===== config.mk =====
export PLATFORM = sky130hd
export DESIGN_NAME = decoder_scan_ctrl_flat
export DESIGN_NICKNAME = d
export VERILOG_FILES = /design/src/rtl/decoder_scan_ctrl_if.sv /design/src/rtl/decoder_scan_ctrl.sv /design/src/flat_wrapper.sv
export SDC_FILE = /design/constraint.sdc
export NUM_CORES = 1
export LEC_CHECK = 0
export ABC_AREA = 0
export CAP_MARGIN = 20
export CORE_ASPECT_RATIO = 0.8
export CORE_UTILIZATION = 35
export CTS_CLUSTER_SIZE = 14
export DETAILED_ROUTE_END_ITERATION = 10
export PLACE_DENSITY = 0.62
export SLEW_MARGIN = 5
export SYNTH_ARGS = -nofsm -noshare
export SYNTH_HDL_FRONTEND = slang
export SYNTH_SLANG_ARGS = --single-unit
export TNS_END_PERCENT = 1

===== constraint.sdc =====
create_clock -name clk -period 3.1 [get_ports clk]
set_input_delay 0.93 -clock clk [delete_from_list [all_inputs] [get_ports clk]]
set_output_delay 0.93 -clock clk [all_outputs]
set_load 0.02 [all_outputs]

===== src/rtl/decoder_scan_ctrl_if.sv =====
// -----------------------------------------------------------------------------
// decoder_scan_ctrl_if
// Groups the scan control/configuration inputs and the decoder drive outputs
// of decoder_scan_ctrl into one bundle.
//   start, abort, hold      : scan control requests
//   first_addr, last_addr   : inclusive scan range (wraps 1023 -> 0)
//   dwell                   : extra hold cycles per decoder line
//   dec_in, dec_en          : select value and enable to the 10-to-1024 decoder
//   busy, done, aborted     : scan status (done/aborted are one-cycle pulses)
// Modports: master drives control/config, slave is the scan controller.
// -----------------------------------------------------------------------------
interface decoder_scan_ctrl_if #(
    parameter int DWELL_W = 4
);
    logic               start;
    logic               abort;
    logic               hold;
    logic [9:0]         first_addr;
    logic [9:0]         last_addr;
    logic [DWELL_W-1:0] dwell;
    logic [9:0]         dec_in;
    logic               dec_en;
    logic               busy;
    logic               done;
    logic               aborted;

    modport master (
        output start, abort, hold, first_addr, last_addr, dwell,
        input  dec_in, dec_en, busy, done, aborted
    );

    modport slave (
        input  start, abort, hold, first_addr, last_addr, dwell,
        output dec_in, dec_en, busy, done, aborted
    );
endinterface


===== src/rtl/decoder_scan_ctrl.sv =====
// -----------------------------------------------------------------------------
// decoder_scan_ctrl
// Steps a 10-to-1024 line decoder through an address range, holding each line
// for dwell+1 cycles. The range wraps from 1023 to 0 when first > last.
// Ports:
//   clk    : single clock, rising edge
//   rst_n  : asynchronous active-low reset
//   bus    : decoder_scan_ctrl_if.slave (control, config, decoder drive, status)
// All outputs come straight from registers; the combinational process computes
// the next value of every register, the sequential process only stores it.
// -----------------------------------------------------------------------------
module decoder_scan_ctrl #(
    parameter int DWELL_W = 4
) (
    input  logic                clk,
    input  logic                rst_n,
    decoder_scan_ctrl_if.slave  bus
);

    typedef enum logic [1:0] {
        ST_IDLE = 2'd0,
        ST_SCAN = 2'd1,
        ST_DONE = 2'd2,
        ST_ABRT = 2'd3
    } state_t;

    state_t             state_r,   state_s;
    logic [9:0]         dec_in_r,  dec_in_s;
    logic               dec_en_r,  dec_en_s;
    logic               busy_r,    busy_s;
    logic               done_r,    done_s;
    logic               aborted_r, aborted_s;
    logic [DWELL_W-1:0] cnt_r,     cnt_s;
    logic [9:0]         last_r,    last_s;
    logic [DWELL_W-1:0] dwell_r,   dwell_s;

    // Next-state and next-output computation for the scan sequencer.
    always_comb begin
        state_s   = state_r;
        dec_in_s  = dec_in_r;
        dec_en_s  = dec_en_r;
        busy_s    = busy_r;
        done_s    = 1'b0;
        aborted_s = 1'b0;
        cnt_s     = cnt_r;
        last_s    = last_r;
        dwell_s   = dwell_r;

        case (state_r)
            ST_IDLE: begin
                dec_en_s = 1'b0;
                busy_s   = 1'b0;
                // abort takes priority over a simultaneous start
                if (bus.start && !bus.abort) begin
                    state_s  = ST_SCAN;
                    last_s   = bus.last_addr;
                    dwell_s  = bus.dwell;
                    cnt_s    = bus.dwell;
                    dec_in_s = bus.first_addr;
                    dec_en_s = 1'b1;
                    busy_s   = 1'b1;
                end else begin
                    state_s  = ST_IDLE;
                end
            end

            ST_SCAN: begin
                if (bus.abort) begin
                    state_s   = ST_ABRT;
                    dec_en_s  = 1'b0;
                    busy_s    = 1'b0;
                    aborted_s = 1'b1;
                end else if (bus.hold) begin
                    state_s = ST_SCAN;
                end else if (cnt_r != {DWELL_W{1'b0}}) begin
                    cnt_s = cnt_r - DWELL_W'(1);
                end else if (dec_in_r != last_r) begin
                    // 10-bit add wraps 1023 -> 0 for free
                    dec_in_s = dec_in_r + 10'd1;
                    cnt_s    = dwell_r;
                end else begin
                    state_s  = ST_DONE;
                    dec_en_s = 1'b0;
                    busy_s   = 1'b0;
                    done_s   = 1'b1;
                end
            end

            ST_DONE: begin
                state_s  = ST_IDLE;
                dec_en_s = 1'b0;
                busy_s   = 1'b0;
            end

            ST_ABRT: begin
                state_s  = ST_IDLE;
                dec_en_s = 1'b0;
                busy_s   = 1'b0;
            end

            default: begin
                state_s  = ST_IDLE;
                dec_en_s = 1'b0;
                busy_s   = 1'b0;
            end
        endcase
    end

    // State and output registers with asynchronous clear.
    always_ff @(posedge clk or negedge rst_n) begin
        if (!rst_n) begin
            state_r   <= ST_IDLE;
            dec_in_r  <= 10'd0;
            dec_en_r  <= 1'b0;
            busy_r    <= 1'b0;
            done_r    <= 1'b0;
            aborted_r <= 1'b0;
            cnt_r     <= {DWELL_W{1'b0}};
            last_r    <= 10'd0;
            dwell_r   <= {DWELL_W{1'b0}};
        end else begin
            state_r   <= state_s;
            dec_in_r  <= dec_in_s;
            dec_en_r  <= dec_en_s;
            busy_r    <= busy_s;
            done_r    <= done_s;
            aborted_r <= aborted_s;
            cnt_r     <= cnt_s;
            last_r    <= last_s;
            dwell_r   <= dwell_s;
        end
    end

    assign bus.dec_in  = dec_in_r;
    assign bus.dec_en  = dec_en_r;
    assign bus.busy    = busy_r;
    assign bus.done    = done_r;
    assign bus.aborted = aborted_r;

endmodule


===== src/flat_wrapper.sv =====
// flat-port wrapper written by rule: the top's interface ports become plain ports
module decoder_scan_ctrl_flat 
#(
    parameter int DWELL_W = 4
)
  (clk, rst_n, bus_start, bus_abort, bus_hold, bus_first_addr, bus_last_addr, bus_dwell, bus_dec_in, bus_dec_en, bus_busy, bus_done, bus_aborted);
  decoder_scan_ctrl_if #(.DWELL_W(DWELL_W)) bus_i ();
  input  logic clk;
  input  logic rst_n;
  input wire logic [$bits(bus_i.start)-1:0] bus_start;
  input wire logic [$bits(bus_i.abort)-1:0] bus_abort;
  input wire logic [$bits(bus_i.hold)-1:0] bus_hold;
  input wire logic [$bits(bus_i.first_addr)-1:0] bus_first_addr;
  input wire logic [$bits(bus_i.last_addr)-1:0] bus_last_addr;
  input wire logic [$bits(bus_i.dwell)-1:0] bus_dwell;
  output wire logic [$bits(bus_i.dec_in)-1:0] bus_dec_in;
  output wire logic [$bits(bus_i.dec_en)-1:0] bus_dec_en;
  output wire logic [$bits(bus_i.busy)-1:0] bus_busy;
  output wire logic [$bits(bus_i.done)-1:0] bus_done;
  output wire logic [$bits(bus_i.aborted)-1:0] bus_aborted;
  assign bus_i.start = bus_start;
  assign bus_i.abort = bus_abort;
  assign bus_i.hold = bus_hold;
  assign bus_i.first_addr = bus_first_addr;
  assign bus_i.last_addr = bus_last_addr;
  assign bus_i.dwell = bus_dwell;
  assign bus_dec_in = bus_i.dec_in;
  assign bus_dec_en = bus_i.dec_en;
  assign bus_busy = bus_i.busy;
  assign bus_done = bus_i.done;
  assign bus_aborted = bus_i.aborted;
  decoder_scan_ctrl #(.DWELL_W(DWELL_W)) u_core (.clk(clk), .rst_n(rst_n), .bus(bus_i));
endmodule

# ---- Word level (Yosys, flattened, before mapping)
# Index checks and enable logic that the tools add are counted.
# Widths: inputs -> output; s select.
dict set report totals {
  reg_bits 33
  inputBits 29
  output_inout_bits 14
}
dict set report op_classes {
  add_sub_neg 2
  eq_ne 15
  muxes 31
  n_reduce_logical 11
}
# cell n
set ops {}
lappend ops {{$mux 10} 5}
lappend ops {{$mux 4} 5}
lappend ops {{$pmux 10 s2} 1}
lappend ops {{$mux 1} 13}
lappend ops {{$add 10x1->10 const B} 1}
lappend ops {{$ne 10x10->1} 1}
lappend ops {{$ne 3x3->1 const B} 3}
lappend ops {{$mux 2} 4}
lappend ops {{$ne 4x4->1 const B} 2}
lappend ops {{$pmux 4 s2} 1}
lappend ops {{$ne 2x2->1 const B} 3}
lappend ops {{$pmux 2 s3} 1}
lappend ops {{$reduce_and 6->1} 1}
lappend ops {{$reduce_and 5->1} 1}
lappend ops {{$eq 2x2->1 const B} 2}
lappend ops {{$ne 2x1->1 const B} 2}
lappend ops {{$reduce_and 2->1} 2}
lappend ops {{$reduce_bool 4->1} 1}
lappend ops {{$sub 4x1->4 const B} 1}
lappend ops {{$ne 3x1->1 const B} 1}
lappend ops {{$pmux 1 s3} 1}
lappend ops {{$reduce_and 3->1} 1}
lappend ops {{$eq 2x1->1 const B} 1}
lappend ops {{$logic_not 2->1} 1}
lappend ops {{4 further kinds} 4}

# ---- Logic depth before layout (Yosys ltp)
dict set report logic_depth {
  ltp_word 6
  depth_mapped 7
}

# ---- Worst setup path after synthesis
# No wires, ideal clock.
dict set report synth_timing {
  path_kind {input port to flip-flop}
  from {in bus_start}
  to {reg u_core.dec_in_r[3] (netlist: u_core.bus.dec_in[3])}
  setup_ns 0.124
  arrival_ns 2.152
  t_required_ns 2.976
  slack_ns 0.824
  stages 6
  n_path_buf 1
  path_cell_list {nor2b_1 -> o21ai_1 -> a311oi_4 -> buf_6 -> a21oi_1 -> a211o_1}
}
dict set report synth_between {
  elab_chain_cells 3
}
# element line_no
set synth_lines {}
lappend synth_lines {{start, declared} flat_wrapper.sv:10} ;# input wire logic [$bits(bus_i.start)-1:0] bus_start;
lappend synth_lines {{$logic_and 1x1->1} decoder_scan_ctrl.sv:54} ;# if (bus.start && !bus.abort) begin
lappend synth_lines {{$ne 2x1->1 (no source line)} --}
lappend synth_lines {{$reduce_and 6->1 (no source line)} --}
lappend synth_lines {{end signal, assigned} decoder_scan_ctrl.sv:123} ;# dec_in_r <= dec_in_s;
lappend synth_lines {{end, declared} decoder_scan_ctrl.sv:28} ;# logic [9:0] dec_in_r, dec_in_s;
# No other way between the ends.
# A chain may end at the register's enable or synchronous reset.

# ---- Worst setup path in the final report
dict set report layout_timing {
  from {in bus_hold}
  to {reg u_core.dec_in_r[8] (netlist: u_core.bus.dec_in[8])}
}
dict set report layout_between {
  elab_chain_cells 2
}
# element line_no
set layout_lines {}
lappend layout_lines {{start, declared} flat_wrapper.sv:12} ;# input wire logic [$bits(bus_i.hold)-1:0] bus_hold;
lappend layout_lines {{$ne 2x2->1 (no source line)} --}
lappend layout_lines {{$reduce_and 6->1 (no source line)} --}
# No other way between the ends.

==> reports/metrics.yaml <==
final_core_util_pct: 48.1
core_area_mm2: 0.00498
cp-startpoint: "bus_hold"
final_common_cell: "nand2_1"
gp_congestion: 0.846
hpwl_um: 3120
drc: 0
p_per_area_mw_per_mm2: 876
outcome: "complete, no violations"
fin_area_mm2: 0.00239
pin_count: 43
cts_made_buffers: 5
grt_pass1_vias: 1540
netlist_top_cells_area: "dfrtp_1 (46%), nand2_1 (11%), xor2_1 (4.8%)"
drt_first_iter_violations: 162
netlist_area_mm2: 0.00181
required_ns: 3.27
ys_seq_area_share_pct: 45.7
die_w_um: 82.4
htreeDepth: 2
critPathKind: "in2reg"
wire_per_inst_um: 14.1
synth_edf_count: 0
worstSetupEndpoint: "u_core.bus.dec_in[8]"
drive_gt1_share_pct: 9.35
final_hold_viol_count: 0
cts.root.buffer_cell: "clkbuf_8"
timing.fmax_ghz: 0.383
antenna_found_initial: 0
cts_buffer_depth: 2
finalWirelength_um: 4360
tns_ns: 0
hold_path_class: "reg2reg"
grt_pass1_wl_um: 7560
diodes: 0
async_flop_share_pct: 100
synth_nets: 230
via_count: 1585
cp_max_fo: 14
start_util_pct: 36.3
post_synth.cell_area_avg_um2: 9.09
rr_startpoint: "u_core.bus.dec_in[4]"
cts_setup_buffers: 0
nets: 278
ir_drop_mv: 0.363
insertion_delay_ns: 0.28
ys.warnings.count: 0
cp-end-kind: "flop"
rr_worst_depth: 5
drt-pass1-iter-count: 4
cts_resized: 0
cp-start-kind: "primary input"
die_area_mm2: 0.00546
synth_top_cell_by_area: "dfrtp_1"
ys_ff_latch: 33
tritoncts: "done"
netlist_instances: 199
grt.total_usage_pct: 18.6
worst_ep_arrival_time_ns: 2.78
std_cell_rows: 23
overflow: 0
area_delta_synth_final_pct: 32.5
fin_crit_sh_pct: 84.3
synth_cell_types: 46
postCtsHoldBufs: 0
grt_max_degree: 34
port_buffers: 42
viasPerCell: 5.15
slew-limit-headroom_pct: 59.2
clkTransAtPathRegs_ns: 0.07
layout_common_cells: "nand2_1 (55), clkdlybuf4s50_1 (42), dfrtp_1 (33)"
tightest_slew_ns: 0.611
synth_ff_type: "dfrtp_1"
dpl_cell_area_mm2: 0.00232
cts_sinks: 33
grt_setup_unrepaired: "no"
fin_skew_ns: 0.0129
leakage_nw: 1.09
r2r_end: "u_core.bus.dec_in[1]"
reg2reg_slack_ns: 0.83
die_y_um: 66.3
finalMaxSlewViolations: 0
period_minus_slack_ns: 2.61
antenna_left: 0
maxCapViolations: 0
synth.top_cell.area_share_pct: 45.7
report.final.setup_viol: 0
==> critical path: stages <==
cell and delay, ns:
clkdlybuf4s50_1 0.52, nor2b_1 0.08, o21ai_1 0.48, a311oi_4 0.09, buf_4 0.22, and3_1 0.19, o32a_1 0.27
==> where the power goes <==
group	leakage [nW]	switching, mW	internal [mW]
clock	0.0399	0.143	0.147
combinational	0.640	0.553	0.454
sequential	0.414	0.192	0.609
==> cell usage after synthesis (all sizes together) (3+ instances only) <==
| master | instances |
|---|---|
| nand2 | 55 |
| dfrtp | 33 |
| nor2 | 12 |
| xor2 | 10 |
| and3 | 9 |
| o21ai | 9 |
| a21oi | 8 |
| clkbuf | 7 |
| a311oi | 4 |
| nor3 | 4 |
| and2 | 3 |
| inv | 3 |
| nor2b | 3 |
| nor4 | 3 |
| o31ai | 3 |
==> per-stage QoR <==
step	worst slack [ns]	instances	total power, mW	hold WS (ns)
floorplan	0.824	199	1.46	0.446
global placement	0.260	302	1.80	0.462
detailed placement	0.214	302	1.81	0.466
CTS	0.504	308	2.12	0.485
global route	0.366	308	2.28	0.508
finish	0.488	308	2.10	0.478
==> kinds of logic (layout without fill, tap and decap cells) <==
logic type | count (synthesis) | after routing | synth area share, %
simple gates | 99 | 99 | 26.4
compound gates | 39 | 39 | 16.2
flops | 33 | 33 | 45.7
buf+inv | 12 | 59 | 3.11
xor+xnor | 10 | 10 | 4.84
mux | 4 | 4 | 2.35
fa+ha+maj | 2 | 2 | 1.38
==> layer usage <==
metal | vias to the layer above | global-route usage [%] | share of wire (%)
met4 | 0 | 3.29 | 0.41
met2 | 53 | 27.0 | 43
met5 | - | 0 | 0
met1 | 742 | 27.6 | 50
li1 | 788 | - | -
met3 | 2 | 4.97 | 6.0
==> how the worst min path moves through the flow <==
stage	from	end	slack, ns	depth (start not counted)
floorplan	u_core.dwell_r[3]	u_core.dwell_r[3]	0.45	2
global placement	u_core.dwell_r[1]	u_core.dwell_r[1]	0.46	2
detailed placement	u_core.dwell_r[0]	u_core.dwell_r[0]	0.47	2
CTS	u_core.dwell_r[2]	u_core.dwell_r[2]	0.49	2
global route	u_core.dwell_r[3]	u_core.dwell_r[3]	0.51	2
finish	u_core.dwell_r[2]	u_core.dwell_r[2]	0.48	2
==> area by class of cell <==
class                      count  area (µm²)
fill                         498        2580
multi-input combinational    154         926
sequential                    33         826
timing repair buffer          50         480
tap                           62        77.6
clock buffer                   5        68.8
inverter                       3        11.3
clock inverter                 1        5.00
==> state kept, by name, indices dropped and copies added (netlist names) <==
register / flops
u_core.bus.dec_en: 1
u_core.bus.done: 1
u_core.bus.aborted: 1
u_core.last_r: 10
u_core.cnt_r: 4
u_core.state_r: 2
u_core.bus.dec_in: 10
u_core.dwell_r: 4
No activity file was read; power rests on OpenSTA's default activity.
